<file path="src/rtl/ldl_round_mux.sv">
// Output stage of the round-priority arbiter: steers the granted channel into a
// 2-entry buffer and holds the grant until the last beat of a multi-beat packet.
module ldl_round_mux #(
  parameter  int BIN_WIDTH  = 3,
  parameter  int DATA_WIDTH = 8,
  localparam int REQ_WIDTH  = 1 << BIN_WIDTH
) (
  input  logic                                 clk,
  input  logic                                 rst_n,
  input  logic                                 arb_valid,
  input  logic [BIN_WIDTH-1:0]                 arb_bin,
  input  logic [REQ_WIDTH-1:0]                 arb_hot,
  output logic                                 arb_ready,
  input  logic [REQ_WIDTH-1:0]                 in_valid,
  input  logic [REQ_WIDTH-1:0][DATA_WIDTH-1:0] in_data,
  input  logic [REQ_WIDTH-1:0]                 in_last,
  output logic [REQ_WIDTH-1:0]                 in_ack,
  output logic                                 out_valid,
  input  logic                                 out_ready,
  output logic [DATA_WIDTH-1:0]                out_data,
  output logic [BIN_WIDTH-1:0]                 out_bin,
  output logic                                 out_last
);

  typedef enum logic {IDLE, LOCK} state_e;

  typedef struct packed {
    logic [DATA_WIDTH-1:0] data;
    logic [BIN_WIDTH-1:0]  bin;
    logic                  last;
  } beat_t;

  state_e               state_q, state_d;
  logic [BIN_WIDTH-1:0] lock_bin_q, lock_bin_d;
  logic [1:0]           count_q, count_d;
  logic                 wr_ptr_q, rd_ptr_q;
  beat_t                mem_q [2];

  logic                 space;
  logic                 grant_push;
  logic                 lock_push;
  logic                 push;
  logic                 pop;
  logic [BIN_WIDTH-1:0] push_bin;
  beat_t                push_beat;

  always_comb begin
    space      = (count_q < 2'd2);
    // rst_n gates the handshakes so nothing is offered while reset is held
    arb_ready  = rst_n && (state_q == IDLE) && space;
    grant_push = arb_ready && arb_valid;
    lock_push  = rst_n && (state_q == LOCK) && in_valid[lock_bin_q] && space;
    push       = grant_push || lock_push;
    pop        = out_valid && out_ready;

    push_bin       = (state_q == IDLE) ? arb_bin : lock_bin_q;
    push_beat.data = in_data[push_bin];
    push_beat.bin  = push_bin;
    push_beat.last = in_last[push_bin];

    in_ack = '0;
    if (grant_push) begin
      in_ack = arb_hot;
    end else if (lock_push) begin
      in_ack[lock_bin_q] = 1'b1;
    end

    state_d    = state_q;
    lock_bin_d = lock_bin_q;
    if (grant_push) begin
      lock_bin_d = arb_bin;
      state_d    = in_last[arb_bin] ? IDLE : LOCK;
    end else if (lock_push && in_last[lock_bin_q]) begin
      state_d = IDLE;
    end

    count_d = count_q;
    case ({push, pop})
      2'b10:   count_d = count_q + 2'd1;
      2'b01:   count_d = count_q - 2'd1;
      default: count_d = count_q;
    endcase
  end

  always_ff @(posedge clk or negedge rst_n) begin
    if (!rst_n) begin
      state_q    <= IDLE;
      lock_bin_q <= '0;
      count_q    <= '0;
      wr_ptr_q   <= 1'b0;
      rd_ptr_q   <= 1'b0;
      for (int unsigned i = 0; i < 2; i++) begin
        mem_q[i] <= '0;
      end
    end else begin
      state_q    <= state_d;
      lock_bin_q <= lock_bin_d;
      count_q    <= count_d;
      if (push) begin
        mem_q[wr_ptr_q] <= push_beat;
        wr_ptr_q        <= ~wr_ptr_q;
      end
      if (pop) begin
        rd_ptr_q <= ~rd_ptr_q;
      end
    end
  end

  assign out_valid = (count_q != 2'd0);
  assign out_data  = mem_q[rd_ptr_q].data;
  assign out_bin   = mem_q[rd_ptr_q].bin;
  assign out_last  = mem_q[rd_ptr_q].last;

endmodule

</file>
<file path="config.mk">
export PLATFORM = sky130hd
export DESIGN_NAME = ldl_round_mux
export DESIGN_NICKNAME = d
export VERILOG_FILES = /design/src/rtl/ldl_round_mux.sv
export SDC_FILE = /design/constraint.sdc
export NUM_CORES = 1
export LEC_CHECK = 0
export CAP_MARGIN = 20
export CORE_ASPECT_RATIO = 1.4
export CORE_MARGIN = 2
export CORE_UTILIZATION = 45
export DETAILED_ROUTE_END_ITERATION = 12
export PLACE_DENSITY_LB_ADDON = 0.12
export SETUP_SLACK_MARGIN = 0.4
export SLEW_MARGIN = 20
export SYNTH_ARGS = -nofsm -noshare
export SYNTH_HDL_FRONTEND = slang
export SYNTH_SLANG_ARGS = --single-unit
export TNS_END_PERCENT = 1
</file>
<file path="constraint.sdc">
create_clock -name clk -period 6.6 [get_ports clk]
set_clock_uncertainty 0.1 [all_clocks]
set_input_delay 0.66 -clock clk [delete_from_list [all_inputs] [get_ports clk]]
set_output_delay 0.66 -clock clk [all_outputs]
set_load 0.02 [all_outputs]
</file>
# Yosys cells after proc, flatten, opt, wreduce, memory -nomap -nowiden
# Index checks and enable logic that the tools add are counted.
[word_totals] ff_bits=32 latch_bits=0 ramBits=0 romBits=0 elab_cells=67 n_memories=0
[classes] n_addsub=2 n_mul=0 div_mod_pow=0 n_lt_le_gt_ge=8 n_eq_ne=2 n_shift=0 mux=25 bitwise_logic=5 n_reduce_logical=14
[ops] cell="12-bit two-way mux" count=4
[ops] cell="8-bit binary-select mux with 3-bit select" count=1
[ops] cell="24-bit bitwise mux" count=1
[ops] cell="8-bit two-way mux" count=3
[ops] cell="1-bit binary-select mux with 3-bit select" count=4
[ops] cell="12-bit demux with 1-bit select" count=1
[ops] cell="3-bit by 4-bit < comparator with 1-bit output, second input constant" count=3
[ops] cell="1-bit logical AND" count=10
[ops] cell="1-bit two-way mux" count=8
[ops] cell="2-bit nonzero test" count=3
[ops] cell="2-bit greater-or-equal comparator, second input constant" count=2
[ops] cell="1-bit inverter with 2-bit output" count=2
[ops] cell="2-bit case mux with 2 select lines" count=1
[ops] cell="1-bit demux with 3-bit select" count=1
[ops] cell="3-bit by 1-bit greater-or-equal comparator with 1-bit output, second input constant" count=1
[ops] cell="3-bit two-way mux" count=1
[ops] cell="1-bit inverter" count=3
[ops] cell="2-bit by 1-bit adder with 2-bit output, second input constant" count=1
[ops] cell="2-bit by 1-bit == test with 1-bit output, second input constant" count=1
[ops] cell="2-bit == test, second input constant" count=1
[ops] cell="2-bit by 1-bit < comparator with 1-bit output, second input constant" count=1
[ops] cell="2-bit < comparator, second input constant" count=1
[ops] cell="2-bit by 1-bit subtractor with 2-bit output, second input constant" count=1
[ops] cell="1-bit logical OR" count=1

# Longest topological paths before layout
[depth] depth_word=7 mapped_depth=9

# Worst setup path before layout
# OpenSTA, ideal clock, no wires.
[synth_path] kind="input to output" from="in in_valid[3]" to="out in_ack[1]" t_arrival_ns=2.214 t_required_ns=5.840 path_slack_ns=3.626 stages=5 n_path_buf=0 cell_sequence="mux2i_1 -> mux4_2 -> and4bb_4 -> nand2_1 -> o31ai_1"
[synth_via] elab_chain_len=6
[synth_lines] item="start, declared" line="14" rtl="input logic [REQ_WIDTH-1:0] in_valid,"
[synth_lines] item="1-bit binary-select mux with 3-bit select" line="52" rtl="lock_push = rst_n && (state_q == LOCK) && in_valid[lock_bin_q] && space;"
[synth_lines] item="1-bit two-way mux (not written as such)" line="52"
[synth_lines] item="1-bit logical AND (2 in a row)" line="52"
[synth_lines] item="8-bit two-way mux" line="64" rtl="end else if (lock_push) begin"
[synth_lines] item="8-bit two-way mux" line="62" rtl="if (grant_push) begin"
[synth_lines] item="end, declared" line="17" rtl="output logic [REQ_WIDTH-1:0] in_ack,"
# Every way passes these cells. The select of a mux whose other input is x is not followed.

# Worst setup path after layout
[layout_path] from="reg lock_bin_q[0]" to="out in_ack[6]"
[layout_via] elab_chain_len=6 word_cells_on_any_way=11
[layout_lines] item="start, declared" line="34" rtl="logic [BIN_WIDTH-1:0] lock_bin_q, lock_bin_d;"
[layout_lines] item="start signal, assigned" line="97" rtl="lock_bin_q <= lock_bin_d;"
[layout_lines] item="3-bit by 4-bit < comparator with 1-bit output (not written as such) (tied with other cells)" line="65" rtl="in_ack[lock_bin_q] = 1'b1;"
[layout_lines] item="1-bit logical AND (not written as such) or 1-bit two-way mux (tied branches)" line="65, 52"
[layout_lines] item="1-bit two-way mux (not written as such) or 1-bit logical AND (tied branches)" line="65, 52"
[layout_lines] item="1-bit demux with 3-bit select or 1-bit logical AND (tied branches)" line="65, 52"
[layout_lines] item="8-bit two-way mux *" line="64"
[layout_lines] item="8-bit two-way mux *" line="62"
# Mark *: on every way between the ends. The rest lies on a longest branch, timed or not. The select of a mux whose other input is x is not followed.

==> impl_metrics.csv <==
group,metric,value,unit
outcome,status,"complete, no violations",
routing,drtAntennaViolNets,0,
synthesis,postSynthCellCount,330,
final_layout,layout_common_cells,"116 x clkdlybuf4s50_1, 39 x nor2_1, 34 x a21oi_1",
routing,wl,8100,µm
final_layout,area_delta_synth_final,44.0,%
critical_path,path_cells,"buf_4 -> mux2i_1 -> mux4_2 -> and4bb_4 -> nor2b_1 -> a32o_1 -> clkdlybuf4s50_1",
clocking,post-cts-setup-buffers,0,
pwr,vdd_ir_drop_max,199,µV
global_routing,grt_pass1_vias,2804,
clocking,insertion_delay,280,ps
final_layout,regArea,801,µm²
synthesis,yosysWarnings,0,
routing,drc,0,
routing,drt-pass1-iter-count,4,
sta,final.setup.tns,0,ps
critical_path,worst_path_max_delay_cell,"clkdlybuf4s50_1",
global_routing,grt_max_degree,49,
pwr,p_clk_frac,0.097,
die,rows,34,
pwr,power.density,388,mW/mm²
critical_path,required,5840,ps
routing,routed-via-count,2889,
critical_path,path_class,"flop to primary output",
pwr,switchingPower,688,µW
synthesis,yosysTopAreaCell,"dfrtp_1",
sta,worst_pin_slew,796,ps
place,hpwl,5940,µm
critical_path,path_max_fanout,48,
pwr,p_sw_frac,0.436,
critical_path,path_delay_family,"buffers and inverters",
die,dieWidth,71.0,µm
die,start_util,0.462,
critical_path,crit_buf_inv,2,
synthesis,avgSynthCellArea,8.57,µm²
pwr,power.total,1580,µW
critical_path,end_kind,"primary output",
pwr,p_leak,0.00167,µW
routing,initialDrtViolationCount,147,
final_layout,final_cells,501,
place,placed_area,0.00397,mm²
clocking,cts_buffer_depth,2,
final_layout,final_area,0.00407,mm²
global_routing,grt_usage,0.237,
final_layout,fill_cells,552,
final_layout,layout-drive-gt1-share,0.110,
final_layout,diodes,0,
sta,rsz0062_at_grt,"no",
global_routing,grt_overflow_total,0,
sta,min_period,3990,ps
sta,finalSetupViolations,0,
critical_path,worstPathArrival,3230,ps
clocking,cts_resized,0,
routing,wl_per_cell,16.2,µm
run,cap_viol_max_count,0,
pwr,p_seq_frac,0.243,
die,die_h,97.8,µm
critical_path,start_kind,"flop",
clocking,cts_tree,"done",
final_layout,multi_input_area,0.00181,mm²
sta,drv_slew,0,
clocking,clk_pin_slew,60,ps
clocking,numCtsBuffers,5,
synthesis,yosys.cell_types.count,37,
synthesis,synth_top_cell_area_share,0.283,
synthesis,synth.yosys.seq_area_share,0.283,
sta,timing.final.crit_share,0.605,
synthesis,synth_area_leaders,"dfrtp_1 28%, mux2_2 6.8%, a21oi_1 6.0%",
clocking,ctsHtreeMaxLevel,2,
die,fp.coreArea,0.00613,mm²
sta,slew_headroom,0.469,
final_layout,mostFrequentLayoutCell,"clkdlybuf4s50_1",
routing,vias_per_cell,5.77,
critical_path,max_stage_delay,610,ps
die,dieArea,0.00694,mm²
synthesis,netlist_area,0.00283,mm²
sta,hold_viol_final,0,
global_routing,grt_pass1_wl,13400,µm
global_routing,antenna_found_initial,0,
sta,worst_slack,2610,ps
die,io_pins,117,
synthesis,synth_nets,426,
place,io_buffers,116,
clocking,root_buffer,"clkbuf_8",
final_layout,fin_nets,524,
place,place.gp.congestion,0.842,
synthesis,synth-seq-cells,32,
place,dp.cells,492,
pwr,p_int,889,µW
clocking,cts_sinks,32,
worst_hold_path,hp-class,"flop to flop",
place,pre_cts_slack,2650,ps
pwr,combPwrFrac,0.661,
clocking,ctsHoldBuffers,0,
sta,fmax,250,MHz
layer usage:
metal	share of wire	track usage
met1	0.43	0.314
met2	0.50	0.392
met3	0.048	0.0382
met4	0.023	0.0769
met5	0	0
power groups by stage:
| stage | sequential (µW) | combinational [µW] | clock (µW) |
|---|---|---|---|
| 3_3_place_gp | 380 | 1010 | 0 |
| 4_1_cts | 382 | 1040 | 156 |
| 3_5_place_dp | 385 | 1030 | 0 |
| 6_report | 383 | 1040 | 152 |
| 2_1_floorplan | 333 | 776 | 0 |
| 5_1_grt | 396 | 1140 | 165 |
path summary, 6_finish.rpt:
check | slack (ps) | end | start | cells after the start
hold reg to reg | 380 | mem_q[2] | mem_q[2] | 1
setup / recovery | 2610 | in_ack[6] | lock_bin_q[0] | 7
max in group asynchronous | 5420 | mem_q[18] | rst_n | 2
hold / removal | 380 | mem_q[2] | mem_q[2] | 1
setup reg to reg | 3880 | count_q[1] | lock_bin_q[0] | 8
min in group asynchronous | 680 | rd_ptr_q | rst_n | 2
layout make-up:
type / count / share of cell area
Multi-Input combinational cell: 248 / 0.446
Clock buffer: 8 / 0.0221
Inverter: 21 / 0.0194
Sequential cell: 32 / 0.197
Tap cell: 72 / 0.0221
Timing Repair Buffer: 120 / 0.294
state kept, by name, summed over array words and instances, names as in the netlist:
| name | count |
|---|---|
| wr_ptr_q | 1 |
| mem_q | 24 |
| rd_ptr_q | 1 |
| state_q | 1 |
| lock_bin_q | 3 |
| count_q | 2 |
cells in the mapped netlist:
| library cell | instances |
|---|---|
| or2_2 | 2 |
| nor2_1 | 39 |
| o311ai_0 | 1 |
| o21bai_4 | 1 |
| mux2_1 | 9 |
| buf_6 | 3 |
| o21a_4 | 1 |
| a211o_1 | 1 |
| nor3_1 | 9 |
| and2_1 | 2 |
| o22ai_1 | 20 |
| o31ai_1 | 13 |
| mux4_2 | 4 |
| inv_1 | 20 |
| xnor2_1 | 3 |
| inv_2 | 1 |
| mux2i_1 | 9 |
| buf_2 | 5 |
| mux2_2 | 17 |
| o21ai_0 | 3 |
| ha_1 | 1 |
| o32ai_1 | 9 |
| a21oi_1 | 34 |
| mux2_4 | 9 |
| a32o_1 | 4 |
| nand2b_1 | 19 |
| a211oi_1 | 16 |
| and4bb_4 | 1 |
| nor2b_1 | 5 |
| a22o_1 | 1 |
| clkbuf_1 | 19 |
| dfrtp_1 | 32 |
| buf_1 | 2 |
| o211ai_1 | 1 |
| xor2_1 | 2 |
| nor3b_1 | 1 |
| nand2_1 | 11 |
through the flow:
stage / utilization / hold WS [ps]
final: 0.665 / 379
after global routing: 0.665 / 402
after CTS: 0.662 / 384
after detailed placement: 0.648 / 370
after global placement: 0.648 / 362
after floorplan: - / 264
logic make-up after synthesis:
logic type,share of synthesized area
AO/OA/AOI/OAI,0.253
XOR/XNOR,0.0155
adder cells (fa/ha/maj),0.00442
AND/OR/NAND/NOR,0.153
buffers and inverters,0.0765
multiplexers,0.215
flip-flops,0.283
worst register-to-register path, cell delays in order (launching register included):
cell	delay (ps)
dfrtp_1	320
buf_4	440
mux2i_1	170
mux4_2	480
and4bb_4	420
nor2_1	90
ha_1	340
nor2_1	140
xor2_1	150
Power figures use the tool's default switching activity.
